File: config.mk
export PLATFORM = sky130hd
export DESIGN_NAME = systolic_feed_ctrl
export DESIGN_NICKNAME = d
export VERILOG_FILES = /design/src/rtl/systolic_feed_ctrl.sv
export SDC_FILE = /design/constraint.sdc
export NUM_CORES = 1
export LEC_CHECK = 0
export ABC_AREA = 1
export ABC_CLOCK_PERIOD_IN_PS = 3700
export CORE_MARGIN = 3
export CORE_UTILIZATION = 42
export DETAILED_ROUTE_END_ITERATION = 7
export GPL_TIMING_DRIVEN = 1
export PLACE_DENSITY = 0.88
export SLEW_MARGIN = 20
export SYNTH_ARGS = -nofsm -noshare
export SYNTH_HDL_FRONTEND = slang
export SYNTH_SLANG_ARGS = --single-unit
File: constraint.sdc
create_clock -name clk -period 3.7 [get_ports clk]
set_input_delay 0.555 -clock clk [delete_from_list [all_inputs] [get_ports clk]]
set_output_delay 0.555 -clock clk [all_outputs]
set_load 0.01 [all_outputs]
File: src/rtl/systolic_feed_ctrl.sv
// -----------------------------------------------------------------------------
// systolic_feed_ctrl
//
// Sequencer for the 4-input systolic array. When a job is requested it reads
// up to 2**ADDR_W consecutive 4-word rows from a row memory. It presents the
// rows to the array one per cycle and pulses sa_start with row 0. It then
// drives zeros for DRAIN_CYCLES cycles while the array flushes, and finally
// pulses done.
//
// Ports
//   clk, rst             clock, synchronous active-high reset
//   go, abort            job request (accepted when idle) / cancel running job
//   cfg_rows, cfg_base   job length and first row address, latched on go
//   busy, done           job in progress / one-cycle completion pulse
//   mem_rd, mem_addr     registered row-memory read request
//   mem_x1..mem_x4       row data, valid the cycle after the memory samples rd
//   sa_start             start pulse to the array, aligned with row 0
//   sa_x01..sa_x04       registered array inputs
// -----------------------------------------------------------------------------
module systolic_feed_ctrl #(
  parameter int DATA_W       = 32,
  parameter int ADDR_W       = 4,
  parameter int DRAIN_CYCLES = 50
) (
  input  logic              clk,
  input  logic              rst,
  input  logic              go,
  input  logic              abort,
  input  logic [ADDR_W:0]   cfg_rows,
  input  logic [ADDR_W-1:0] cfg_base,
  output logic              busy,
  output logic              done,
  output logic              mem_rd,
  output logic [ADDR_W-1:0] mem_addr,
  input  logic [DATA_W-1:0] mem_x1,
  input  logic [DATA_W-1:0] mem_x2,
  input  logic [DATA_W-1:0] mem_x3,
  input  logic [DATA_W-1:0] mem_x4,
  output logic              sa_start,
  output logic [DATA_W-1:0] sa_x01,
  output logic [DATA_W-1:0] sa_x02,
  output logic [DATA_W-1:0] sa_x03,
  output logic [DATA_W-1:0] sa_x04
);

  localparam int RW = ADDR_W + 1;
  localparam int DW = $clog2(DRAIN_CYCLES + 1);
  localparam logic [RW-1:0] MAX_ROWS   = {1'b1, {ADDR_W{1'b0}}};
  localparam logic [DW-1:0] DRAIN_LAST = DW'(DRAIN_CYCLES - 1);

  typedef enum logic [2:0] {IDLE, FETCH, FEED, DRAIN, DONE_S} state_t;

  // Clamp a requested job length to the size of the row memory.
  function automatic logic [RW-1:0] sat_rows(input logic [RW-1:0] req);
    return (req > MAX_ROWS) ? MAX_ROWS : req;
  endfunction

  state_t          state;
  logic [RW-1:0]   n_rows;
  logic [RW-1:0]   row_cnt;
  logic [DW-1:0]   drain_cnt;
  logic            st_p0;
  logic            st_p1;
  logic            vld_p1;
  logic [RW-1:0]   go_rows;

  assign go_rows = sat_rows(cfg_rows);

  always_ff @(posedge clk) begin
    if (rst) begin
      state     <= IDLE;
      busy      <= 1'b0;
      done      <= 1'b0;
      mem_rd    <= 1'b0;
      mem_addr  <= '0;
      n_rows    <= '0;
      row_cnt   <= '0;
      drain_cnt <= '0;
      st_p0     <= 1'b0;
      st_p1     <= 1'b0;
      vld_p1    <= 1'b0;
      sa_start  <= 1'b0;
      sa_x01    <= '0;
      sa_x02    <= '0;
      sa_x03    <= '0;
      sa_x04    <= '0;
    end else if (abort && state != IDLE) begin
      // Cancel: drop the read stream and any row still in flight.
      state    <= IDLE;
      busy     <= 1'b0;
      done     <= 1'b0;
      mem_rd   <= 1'b0;
      st_p0    <= 1'b0;
      st_p1    <= 1'b0;
      vld_p1   <= 1'b0;
      sa_start <= 1'b0;
      sa_x01   <= '0;
      sa_x02   <= '0;
      sa_x03   <= '0;
      sa_x04   <= '0;
    end else begin
      // p0 -> p1: read request becomes memory-data-valid one cycle later
      vld_p1   <= mem_rd;
      st_p1    <= st_p0;
      st_p0    <= 1'b0;
      // p1 -> array: capture the row, or drive zeros between/after rows
      sa_start <= st_p1;
      if (vld_p1) begin
        sa_x01 <= mem_x1;
        sa_x02 <= mem_x2;
        sa_x03 <= mem_x3;
        sa_x04 <= mem_x4;
      end else begin
        sa_x01 <= '0;
        sa_x02 <= '0;
        sa_x03 <= '0;
        sa_x04 <= '0;
      end

      case (state)
        IDLE: begin
          if (go) begin
            busy   <= 1'b1;
            n_rows <= go_rows;
            if (go_rows == '0) begin
              // Empty job: DONE_S is entered with done low so the pulse
              // lands one cycle later.
              state <= DONE_S;
            end else begin
              mem_rd   <= 1'b1;
              mem_addr <= cfg_base;
              row_cnt  <= RW'(1);
              st_p0    <= 1'b1;
              state    <= FETCH;
            end
          end
        end
        FETCH: begin
          if (row_cnt == n_rows) begin
            mem_rd <= 1'b0;
            state  <= FEED;
          end else begin
            mem_addr <= mem_addr + ADDR_W'(1);
            row_cnt  <= row_cnt + RW'(1);
          end
        end
        FEED: begin
          // Leave once the last row has been captured into sa_x*.
          if (!vld_p1) begin
            drain_cnt <= '0;
            state     <= DRAIN;
          end
        end
        DRAIN: begin
          if (drain_cnt == DRAIN_LAST) begin
            done  <= 1'b1;
            state <= DONE_S;
          end else begin
            drain_cnt <= drain_cnt + DW'(1);
          end
        end
        DONE_S: begin
          if (done) begin
            done  <= 1'b0;
            busy  <= 1'b0;
            state <= IDLE;
          end else begin
            done <= 1'b1;
          end
        end
        default: state <= IDLE;
      endcase
    end
  end

endmodule

==> impl_metrics.py, run 1 <==
metrics = {
    "timing": {
        "period_share": 0.5559,
        "relSlewSlack": 0.6359,
        "finalSetupTns_ns": 0,
        "timing.fmax_mhz": 486.2,
        "worstMarginPinSlew_ns": 0.5461,
        "setup_viol": 0,
        "holdWs_ns": 0.4073,
        "fin_crit_ns": 2.057,
        "rsz0062_at_grt": "no",
        "hold_viol": 0,
        "slew_viol_final": 0,
        "fin_skew_ns": 0.008494,
    },
    "yosys": {
        "yosysWarnings": 0,
        "yosys.cell_count.top_type": "dfxtp_1",
        "async_flop_share": 0,
        "synth_commonest_cells": "dfxtp_1 (158), inv_1 (157), nor2_1 (156)",
        "ys_types": 24,
        "syn_area_um2": 5305,
        "synthTopCellsByArea": "dfxtp_1 (60%), inv_1 (11%), nor2_1 (11%)",
        "yosysSeqAreaShare": 0.5962,
        "synth_top_area_share": 0.5962,
        "yosysTopAreaCell": "dfxtp_1",
        "synth_edf_count": 0,
        "synth_area_per_cell_um2": 8.225,
        "ys.flop_type": "dfxtp_1",
        "synth_cells": 645,
        "synthesis.nets": 790,
        "yosys_register_bits": 158,
    },
    "final_layout": {
        "stdcell_area_um2": 8817,
        "filler_cell_count": 839,
        "layout.nets": 1069,
        "drive_gt1_frac": 0.05763,
        "multi_input_comb_area_um2": 1388,
        "synthToLayoutAreaGrowth_pct": 66.20,
        "regArea_um2": 3163,
    },
    "placement": {
        "place_area_um2": 8167,
        "place_hpwl_um": 12400,
        "port_buffers": 276,
        "gp_congestion": 0.8755,
    },
    "pwr": {
        "seqPwrFrac": 0.398,
        "peakVddDrop_mv": 0.3069,
        "internal-power_w": 0.003611,
        "leakagePower_nw": 4.097,
        "p_comb_frac": 0.222,
        "p_sw_frac": 0.2797,
        "p_switching_w": 0.001402,
        "clkPwrFrac": 0.379,
        "p_per_area_nw_per_um2": 568.5,
    },
    "clocking": {
        "cts_tree": "done",
        "cts_hold_buf": 0,
        "cts_setup_buffers": 0,
        "cts_made_buffers": 17,
        "ctsRootBufferMaster": "clkbuf_16",
        "cts.sinks": 158,
        "path_clk_slew_ns": 0.06,
        "cts-resized-gates": 0,
        "ctsLongestPathBuffers": 2,
        "h-tree-depth": 4,
        "clk_latency_ns": 0.42,
    },
    "floorplan": {
        "dieWidth_um": 118.4,
        "ios": 277,
        "dieArea_um2": 14020,
        "die_height_um": 118.4,
        "rows": 40,
        "start_util": 0.4362,
        "core_um2": 12160,
    },
    "routing": {
        "viasPerCell": 4.426,
        "route.antenna.remaining_nets": 0,
        "drtIter0Drc": 220,
        "vias": 4895,
        "drc": 0,
        "wl_um": 17690,
        "wire_per_inst_um": 15.99,
        "firstDrtPassIters": 4,
    },
    "worst_setup_path": {
        "reg2reg_slack_ns": 1.72,
        "arrival_ns": 2.35,
        "crit_type": "in2reg",
        "critical-path-slowest-cell": "clkdlybuf4s50_1",
        "cp-start-kind": "input pin",
        "path_buf_inv": 2,
        "path_cells": "clkdlybuf4s50_1, nor2_4, nand2_4, buf_4, nor2_1",
        "path_max_fanout": 49,
        "slowest_delay_ns": 0.77,
        "cp-end-kind": "flip-flop",
        "worstPathRequired_ns": 3.99,
        "crit_family": "buffers and inverters",
    },
    "global_routing": {
        "antenna_found_initial": 1,
        "grt_pass1_wl_um": 26410,
        "first_global_vias": 4848,
        "grt_overflow": 0,
        "grt_util_all_layers": 0.2451,
        "grt_start_max_net_pins": 50,
    },
    "job": {
        "drv_cap": 0,
    },
    "worst_hold_path": {
        "hold_class": "reg2reg",
    },
    "run_status": {
        "status": "completed",
    },
}
## placed cells by master, fill, tap and decap left out, drive strengths merged
cell type	count
clkinvlp	4
a31o	2
buf	3
o21ai	9
nand4	6
a31oi	1
a21o	2
xor2	2
clkinv	1
bufinv	4
nor2	164
a211oi	3
nand3	23
clkbuf	20
inv	165
clkdlybuf4s50	276
nand3b	3
xnor2	2
a21oi	22
dfxtp	158
nand2	63
diode	1
ha	4
## worst min-delay path, delay by kind of cell, from the launching register on
family | cells | cell delay (ns)
flops | 1 | 0.29
buf+inv | 1 | 0.04
simple gates | 1 | 0.03
## flip-flops by register name, summed over array words and instances, names as in the netlist, 3 cells and up
signal and count:
row_cnt 5, sa_x04 32, state 3, sa_x02 32, n_rows 5, drain_cnt 6, sa_x03 32, mem_addr 4
sa_x01 32
## cell type report
class | count | share of cell area
Inverter | 162 | 0.06897
Tap cell | 168 | 0.02384
Timing Repair Buffer | 279 | 0.3173
Multi-Input combinational cell | 306 | 0.1574
Clock inverter | 12 | 0.02058
Clock buffer | 20 | 0.05293
Antenna cell | 1 | 0.0002838
Sequential cell | 158 | 0.3587
## through the flow
stage / cells / utilization / setup slack (ns) / power, W
2_1_floorplan: 645 / - / 2.229 / 0.002623
3_3_place_gp: 1073 / 0.6715 / 1.246 / 0.003088
3_5_place_dp: 1073 / 0.6715 / 1.220 / 0.003125
4_1_cts: 1105 / 0.7248 / 1.651 / 0.005040
5_1_grt: 1106 / 0.7250 / 1.493 / 0.005227
6_report: 1106 / 0.7250 / 1.643 / 0.005013
## path summary, 6_finish.rpt
kind         cells past startpoint                  start               endpoint
min reg2reg                      2       st_p0$_SDFF_PP0_       st_p1$_SDFF_PP0_
max reg2reg                      8  state[0]$_SDFFE_PP0P_  sa_x04[12]$_SDFF_PP0_
max                              5                    rst  sa_x04[12]$_SDFF_PP0_
min                              2       st_p0$_SDFF_PP0_       st_p1$_SDFF_PP0_
## per-layer routing
metal  vias to the layer above  wire, um  global-route usage
li1                       2424         -                   -
met1                      2215      6207              0.2347
met2                       205      9621              0.4727
met3                        51      1188             0.07799
met4                         0       671              0.1101
met5                         -         0                   0
## power by group through the flow
stage	sequential (W)	clock [W]	combinational, W
after CTS	0.00199	0.00193	0.00112
after global routing	0.00201	0.00200	0.00122
after detailed placement	0.00203	0	0.00110
after floorplan	0.00206	0	0.000559
after global placement	0.00202	0	0.00107
final	0.00200	0.00190	0.00112
## logic make-up (layout without fill, tap and decap cells)
group,after synthesis,count (layout),synth area share
other,0,1,0
xor gates and xnor gates,4,4,0.006605
AOI/OAI and AO/OA,39,39,0.04080
buffers and inverters,181,473,0.1436
DFF,158,158,0.5962
adders and majority gates,4,4,0.009434
and+or+nand+nor,259,259,0.2033
Note: power is estimated with default switching activity, not from simulation.
==> run 2: changes to the inputs <==
--- a/config.mk
+++ b/config.mk
@@ -6,12 +6,12 @@
 export NUM_CORES = 1
 export LEC_CHECK = 0
 export ABC_AREA = 1
-export ABC_CLOCK_PERIOD_IN_PS = 3700
+export ABC_CLOCK_PERIOD_IN_PS = 2050
 export CORE_MARGIN = 3
-export CORE_UTILIZATION = 42
+export CORE_UTILIZATION = 39
 export DETAILED_ROUTE_END_ITERATION = 7
 export GPL_TIMING_DRIVEN = 1
-export PLACE_DENSITY = 0.88
+export PLACE_DENSITY = 0.82
 export SLEW_MARGIN = 20
 export SYNTH_ARGS = -nofsm -noshare
 export SYNTH_HDL_FRONTEND = slang
==> constraint.sdc (replaced) <==
create_clock -name clk -period 2.05 [get_ports clk]
set_input_delay 0.3075 -clock clk [delete_from_list [all_inputs] [get_ports clk]]
set_output_delay 0.3075 -clock clk [all_outputs]
set_load 0.01 [all_outputs]
==> run 2 against run 1 <==
Against the previous run:
- sequential share of layout area up 0.13 points
- worst setup slack worse by 1.3 ns
- cell count up 0.63%
- clock-buffer cell count up 2
- wire length down 11%
- sequential power up 80%
- final area down 0.35%
- die area up 7.3%
- largest cell class unchanged
==> impl_metrics.py, run 2 (synthesis gave the netlist of run 1 again) <==
metrics = {
    "routing": {
        "wl_um": 15730,
        "drc": 0,
        "route.antenna.remaining_nets": 0,
        "vias": 4764,
        "wire_per_inst_um": 14.14,
        "drtIter0Drc": 184,
        "viasPerCell": 4.280,
        "firstDrtPassIters": 4,
    },
    "worst_setup_path": {
        "slowest_delay_ns": 0.58,
        "worstPathRequired_ns": 1.74,
        "critical-path-slowest-cell": "clkdlybuf4s50_1",
        "cp-end-kind": "output pin",
        "reg2reg_slack_ns": 0.40,
        "crit_type": "reg2out",
        "path_buf_inv": 1,
        "arrival_ns": 1.41,
        "crit_family": "buffers and inverters",
        "path_cells": "clkdlybuf4s50_1",
        "cp-start-kind": "flip-flop",
        "path_max_fanout": 6,
    },
    "final_layout": {
        "multi_input_comb_area_um2": 1388,
        "fin_util": 0.6770,
        "filler_cell_count": 1009,
        "num_antenna_cells": 0,
        "drive_gt1_frac": 0.05739,
        "layout.nets": 1073,
        "layout_common_cells": "clkdlybuf4s50_1 (276), dfxtp_1 (158), inv_1 (157)",
        "synthToLayoutAreaGrowth_pct": 65.61,
        "stdcell_area_um2": 8786,
        "regArea_um2": 3163,
        "layout_commonest_cell": "clkdlybuf4s50_1",
    },
    "clocking": {
        "clk_latency_ns": 0.41,
        "path_clk_slew_ns": 0.06,
        "cts_hold_buf": 0,
        "h-tree-depth": 4,
        "cts_tree": "done",
        "ctsRootBufferMaster": "clkbuf_16",
        "cts_setup_buffers": 0,
        "ctsLongestPathBuffers": 2,
        "cts.sinks": 158,
        "cts_made_buffers": 17,
        "cts-resized-gates": 0,
    },
    "placement": {
        "port_buffers": 276,
        "gp_congestion": 0.8699,
        "place_hpwl_um": 12070,
        "place_area_um2": 8227,
    },
    "worst_hold_path": {
        "hold_class": "in2reg",
    },
    "timing": {
        "finalSetupTns_ns": 0,
        "fin_skew_ns": 0.01018,
        "rsz0062_at_grt": "no",
        "fin_crit_ns": 1.720,
        "timing.fmax_mhz": 581.3,
        "setup_viol": 0,
        "slew_viol_final": 0,
        "period_share": 0.8392,
        "relSlewSlack": 0.7639,
        "worstMarginPinSlew_ns": 0.3538,
        "hold_viol": 0,
    },
    "floorplan": {
        "rows": 41,
        "ios": 277,
        "die_height_um": 122.6,
        "core_um2": 12980,
        "start_util": 0.4088,
        "dieWidth_um": 122.6,
        "dieArea_um2": 15040,
    },
    "pwr": {
        "seqPwrFrac": 0.419,
        "p_comb_frac": 0.237,
        "p_sw_frac": 0.2865,
        "clkPwrFrac": 0.345,
        "p_per_area_nw_per_um2": 975.3,
        "internal-power_w": 0.006113,
        "power_w": 0.008569,
        "p_switching_w": 0.002455,
        "peakVddDrop_mv": 0.5096,
        "leakagePower_nw": 4.083,
    },
    "global_routing": {
        "grt_pass1_wl_um": 23870,
        "grt_overflow": 0,
        "grt_util_all_layers": 0.2074,
        "antenna_found_initial": 0,
        "first_global_vias": 4574,
        "grt_start_max_net_pins": 46,
    },
    "run_status": {
        "status": "completed",
    },
    "job": {
        "drv_cap": 0,
    },
}
-- run 2: cell types whose count changed in the layout (fill, tap and decap cells not counted) --
cell,previous run,this run
clkbuf_8,3,1
clkinv_2,1,0
bufinv_16,4,1
clkinvlp_4,4,3
diode_2,1,0
clkbuf_1,0,4
buf_4,2,4
buf_12,1,3
clkinv_4,0,3
-- run 2: final cells by class --
| type | instances | area share |
|---|---|---|
| Clock buffer | 22 | 0.05169 |
| Clock inverter | 10 | 0.01196 |
| Inverter | 162 | 0.06921 |
| Multi-Input combinational cell | 306 | 0.1579 |
| Sequential cell | 158 | 0.3600 |
| Tap cell | 172 | 0.02449 |
| Timing Repair Buffer | 283 | 0.3247 |
-- run 2: final timing paths --
check | start | cells after the start | end
worst max-delay path | mem_addr[0]$_SDFFE_PP0P_ | 1 | mem_addr[0]
worst min register to register | st_p1$_SDFF_PP0_ | 2 | sa_start$_SDFF_PP0_
worst max register to register | state[0]$_SDFFE_PP0P_ | 9 | row_cnt[0]$_SDFFE_PP0P_
worst min-delay path | mem_x2[8] | 3 | sa_x02[8]$_SDFF_PP0_
-- run 2: stage by stage --
| stage | worst slack [ns] | hold slack [ns] | std cells |
|---|---|---|---|
| after floorplan | 0.7483 | 0.3936 | 645 |
| after CTS | 0.3095 | 0.3906 | 1113 |
| after detailed placement | 0.1712 | 0.4004 | 1081 |
| final | 0.3297 | 0.4083 | 1113 |
| after global placement | 0.2501 | 0.3964 | 1081 |
| after global routing | 0.2132 | 0.4044 | 1113 |
-- run 2: worst reg2reg max path, delay by kind of cell (launching register included) --
kind,cells,cell delay (ns)
AND/OR/NAND/NOR,7,0.93
flip-flops,1,0.47
buffers and inverters,2,0.15
-- run 2: per-layer routing --
layer / vias to the layer above / global-route usage / wire length, um
met5: - / 0 / 0
met4: 0 / 0.09517 / 528
met3: 37 / 0.06774 / 1116
met2: 173 / 0.3727 / 8382
met1: 2124 / 0.2195 / 5706
li1: 2430 / - / -
-- run 2: power groups by stage --
stage | Combinational [W] | Clock (W) | Sequential, W
final | 0.00203 | 0.00295 | 0.00359
after global routing | 0.00226 | 0.00316 | 0.00362
after CTS | 0.00204 | 0.00302 | 0.00358
after detailed placement | 0.00202 | 0 | 0.00365
after global placement | 0.00198 | 0 | 0.00364
after floorplan | 0.00101 | 0 | 0.00373
==> edit 1: new RTL, config.mk and constraints of run 1 <==
Register the output `sa_x02` once more, with the module's reset; this adds one clock of latency there. The other outputs are not delayed to match.
--- a/src/rtl/systolic_feed_ctrl.sv
+++ b/src/rtl/systolic_feed_ctrl.sv
@@ -50,6 +50,8 @@
 
   typedef enum logic [2:0] {IDLE, FETCH, FEED, DRAIN, DONE_S} state_t;
 
+  logic [DATA_W-1:0] sa_x02_s0;
+
   // Clamp a requested job length to the size of the row memory.
   function automatic logic [RW-1:0] sat_rows(input logic [RW-1:0] req);
     return (req > MAX_ROWS) ? MAX_ROWS : req;
@@ -81,7 +83,7 @@
       vld_p1    <= 1'b0;
       sa_start  <= 1'b0;
       sa_x01    <= '0;
-      sa_x02    <= '0;
+      sa_x02_s0 <= '0;
       sa_x03    <= '0;
       sa_x04    <= '0;
     end else if (abort && state != IDLE) begin
@@ -95,7 +97,7 @@
       vld_p1   <= 1'b0;
       sa_start <= 1'b0;
       sa_x01   <= '0;
-      sa_x02   <= '0;
+      sa_x02_s0 <= '0;
       sa_x03   <= '0;
       sa_x04   <= '0;
     end else begin
@@ -107,12 +109,12 @@
       sa_start <= st_p1;
       if (vld_p1) begin
         sa_x01 <= mem_x1;
-        sa_x02 <= mem_x2;
+        sa_x02_s0 <= mem_x2;
         sa_x03 <= mem_x3;
         sa_x04 <= mem_x4;
       end else begin
         sa_x01 <= '0;
-        sa_x02 <= '0;
+        sa_x02_s0 <= '0;
         sa_x03 <= '0;
         sa_x04 <= '0;
       end
@@ -173,5 +175,13 @@
     end
   end
 
+  always_ff @(posedge clk) begin
+    if (rst) begin
+      sa_x02 <= '0;
+    end else begin
+      sa_x02 <= sa_x02_s0;
+    end
+  end
+
 endmodule
 
Formal check against the unedited RTL: not equivalent (Yosys sat finds a counterexample within 4 cycles, from zero or initial values and one cycle with rst high).
==> edit 1 against run 1 <==
Setup slack better by 0.069 ns. Critical path type is now reg2out. Clock power is 9% lower. Synthesized area is 18% higher. Clock skew is 0.0012 ns higher. Final area is 9.3% higher. Largest cell class unchanged. Routed wire length is 7.5% lower. Sequential cell count is 32 higher. Largest power group unchanged. Power is 3.0% higher.
==> edit 1: results (changes against run 1) <==
* Seq pwr at 2.35 mW (+18%)
* Initial antenna violation count at 1 (unchanged)
* VDD IR max at 0.317 mV (+3.3%)
* Antenna diodes at 0 (-1)
* Hold WS at 0.396 ns (-0.0114 ns)
* Worst Path Arrival at 1.43 ns (-0.92 ns)
* Number of iterations in the first detailed-routing pass at 6 (+2)
* Layout cells sized above 1 at 4.90% (-0.86 points)
* WHS Endpoint: sa_x02[9]
* Post-synthesis xor/xnor area fraction at 0.420% (-0.24 points)
* Vias at 5245 (+7.2%)
* Slew headroom at 66.7% (+3.1 points)
* Adder-cell share of the synthesized area at 0.801% (-0.14 points)
* Net Count, Synth at 897 (+14%)
* Setup WS pre-CTS at 1.33 ns (+0.112 ns)
* Synth top area cells: dfxtp_1, inv_1, nor2_1
* Crit Path Max Fanout at 6 (-88%)
* Final worst slack at 1.71 ns (+0.0689 ns)
* Non-Filler Instances at 1220 (+10%)
* Total CTS buffers at 17 (unchanged)
* Complex-gate fraction of the synthesized area at 3.42% (-0.66 points)
* Initial DRC count at 262 (+19%)
* Max H-tree Level at 4 (unchanged)
* Commonest cells in the netlist: inv_1, nor2_1, dfxtp_1
* Share of the yosys chip area belonging to registers at 60.8% (+1.2 points)
* DP Area at 9070 um^2 (+11%)
* Synth Flop Type: dfxtp_1
* Syn avg cell area at 8.31 um^2 (+1.1%)
* Vias in the first global route at 5104 (+5.3%)
* Clock transition at path regs at 0.07 ns
* First-pass GRT wire length at 25300 um (-4.3%)
* Largest net degree at the start of global routing at 54 (+8.0%)
* Fin nets at 1172 (+9.6%)
* Clock share of power at 33.3% (-4.6 points)
* Gr usage total at 19.9% (-4.6 points)
* Worst setup startpoint: mem_addr[0]
* Worst setup endpoint: mem_addr[0]
* Total Routed Length at 16400 um (-7.5%)
* Count of cell types in the netlist at 27 (+13%)
* Worst R2R Start: state[0]
* Flop pwr share at 45.6% (+5.8 points)
* Min-delay src: sa_x02_s0[9]
* Final GP Congestion at 0.856 (-2.2%)
* Dpl hpwl at 12500 um (+0.45%)
* Leak at 4.41 nW (+7.6%)
* Hold depth at 2 (unchanged)
* Cell depth of the worst flop-to-flop path at 8 (unchanged)
* Status: finished clean
* Worst clock skew at 0.00969 ns (+0.00119 ns)
* Fill cells at 1070 (+28%)
* Root buf cell: clkbuf_16
* Hold_buf cts at 0 (unchanged)
* P_int at 3.71 mW (+2.6%)
* RR Endpoint: sa_x01[0]
* Largest stage delay on the critical path at 0.58 ns (-0.19 ns)
## edit 1: area by class of cell
class	instances	area (um^2)	share of cell area (%)
clock buffer	23	488	5.06
clock inverter	9	76.3	0.792
inverter	197	739	7.67
multi-input combinational	342	1510	15.7
sequential	190	3800	39.5
tap	180	225	2.34
timing repair buffer	279	2790	29.0
## edit 1: worst register-to-register path, delay by kind of cell, from the launching register on
family / cells / cell delay (ns)
buffers and inverters: 3 / 0.60
flip-flops: 1 / 0.49
AND/OR/NAND/NOR: 5 / 0.77
## edit 1: cells by family after synthesis
kind of cell | count (synthesis)
buffers and inverters | 220
AOI/OAI and AO/OA | 39
DFF | 190
xor gates and xnor gates | 3
and+or+nand+nor | 296
adders and majority gates | 4
## edit 1: metal layers
metal	global-route usage [%]	up-vias	wire length (um)
met5	0	-	11
met4	7.30	2	366
met3	7.88	26	1360
met2	36.9	193	8700
met1	20.1	2330	5920
li1	-	2694	-
==> edit 2: new RTL, config.mk and constraints of run 1 <==
Made on the original files. Set the parameter `DRAIN_CYCLES` to 100 (it was 50).
--- a/src/rtl/systolic_feed_ctrl.sv
+++ b/src/rtl/systolic_feed_ctrl.sv
@@ -20,7 +20,7 @@
 module systolic_feed_ctrl #(
   parameter int DATA_W       = 32,
   parameter int ADDR_W       = 4,
-  parameter int DRAIN_CYCLES = 50
+  parameter int DRAIN_CYCLES = 100
 ) (
   input  logic              clk,
   input  logic              rst,
Formal check against the unedited RTL: same outputs for any inputs over 4 cycles, from zero or initial values and one cycle with rst high; that may be too few to reach the edited logic, so the function may still have changed.
==> edit 2 against run 1 <==
Power about the same. Global-route usage decreased by 1.2 points. Routed wire length decreased by 3.7%. Sequential cell count increased by 1. Setup slack got worse by 0.23 ns. Synthesized area increased by 2.3%. Final area increased by 0.17%. Critical endpoint is now sa_x01[22]. Largest cell class unchanged. Largest power group unchanged.
==> edit 2: results (changes against run 1) <==
* Fill cells at 879 (+4.8%)
* Final GP Congestion at 0.846 (-3.4%)
* Wire length on met1 at 6030 um (-2.9%)
* Number of iterations in the first detailed-routing pass at 5 (+1)
* Dpl hpwl at 12800 um (+2.8%)
* VDD IR max at 0.435 mV (+42%)
* DR WL met2 at 9220 um (-4.1%)
* Largest net degree at the start of global routing at 56 (+12%)
* Gr usage total at 23.3% (-1.2 points)
* First-pass GRT wire length at 25700 um (-2.8%)
* Slew headroom at 59.2% (-4.4 points)
* Initial DRC count at 338 (+54%)
* Commonest cells in the netlist: dfxtp_1, inv_1, nor2_1
* Status: finished clean
* Hold WS at 0.407 ns (-0.000558 ns)
* Leak at 4.06 nW (-0.80%)
* Layout cells sized above 1 at 6.23% (+0.47 points)
* Via/cell ratio at 4.39 (-0.89%)
* Worst R2R Start: state[1]
* Placed cell count at 1085 (+1.1%)
* Initial antenna violation count at 0 (-1)
* DP Area at 8260 um^2 (+1.1%)
* Count of cell types in the netlist at 29 (+21%)
* Vias in the first global route at 4766 (-1.7%)
* Largest stage delay on the critical path at 0.45 ns (-0.32 ns)
* Worst clock skew at 0.00857 ns (+0.0000776 ns)
* Synth top area cells: dfxtp_1, inv_1, nor2_1
* Antenna diodes at 0 (-1)
* Worst-Skew Late Latency at 0.41 ns
* Net Count, Synth at 800 (+1.3%)
* Share of the yosys chip area belonging to registers at 58.6% (-0.98 points)
[edit 2: power groups by stage]
stage	Sequential [mW]	Clock, mW	Combinational, mW
final	2.03	1.69	1.30
after floorplan	2.11	0	0.698
after detailed placement	2.06	0	1.29
after CTS	2.02	1.72	1.31
after global placement	2.05	0	1.25
after global routing	2.05	1.79	1.43
[edit 2: critical path: cells and delay by family]
kind	cells	cell delay [ns]
AND/OR/NAND/NOR	3	0.69
buffers and inverters	5	1.30
[edit 2: worst min-delay path by stage]
stage                     start        to  cells past startpoint
after global routing      st_p1  sa_start                      2
after floorplan           st_p1  sa_start                      2
final                     st_p1  sa_start                      2
after detailed placement  st_p1  sa_start                      2
after global placement    st_p0     st_p1                      2
after CTS                 st_p1  sa_start                      2
[edit 2: per-layer routing]
metal,global-route usage (%),vias to the layer above
met5,0,-
met4,9.59,0
met3,7.49,38
met2,43.6,180
met1,23.8,2228
li1,-,2445
[edit 2: cell families after synthesis]
family                   synth area share (%)
AO/OA/AOI/OAI                            3.73
XOR/XNOR                                 1.13
adder cells (fa/ha/maj)                 0.692
buffers and inverters                    14.6
flip-flops                               58.6
AND/OR/NAND/NOR                          21.2
[edit 2: cell type report]
class / instances / share of cell area, %
multi-input combinational: 318 / 16.5
inverter: 160 / 6.80
timing repair buffer: 280 / 31.8
tap: 168 / 2.38
clock buffer: 21 / 5.21
clock inverter: 9 / 1.26
sequential: 159 / 36.0
[edit 2: metrics by stage]
stage | utilization (%) | setup WS [ns]
6_report | 71.7 | 1.42
5_1_grt | 71.7 | 1.29
4_1_cts | 71.7 | 1.45
3_5_place_dp | 67.1 | 1.03
3_3_place_gp | 67.1 | 1.06
2_1_floorplan | - | 2.18
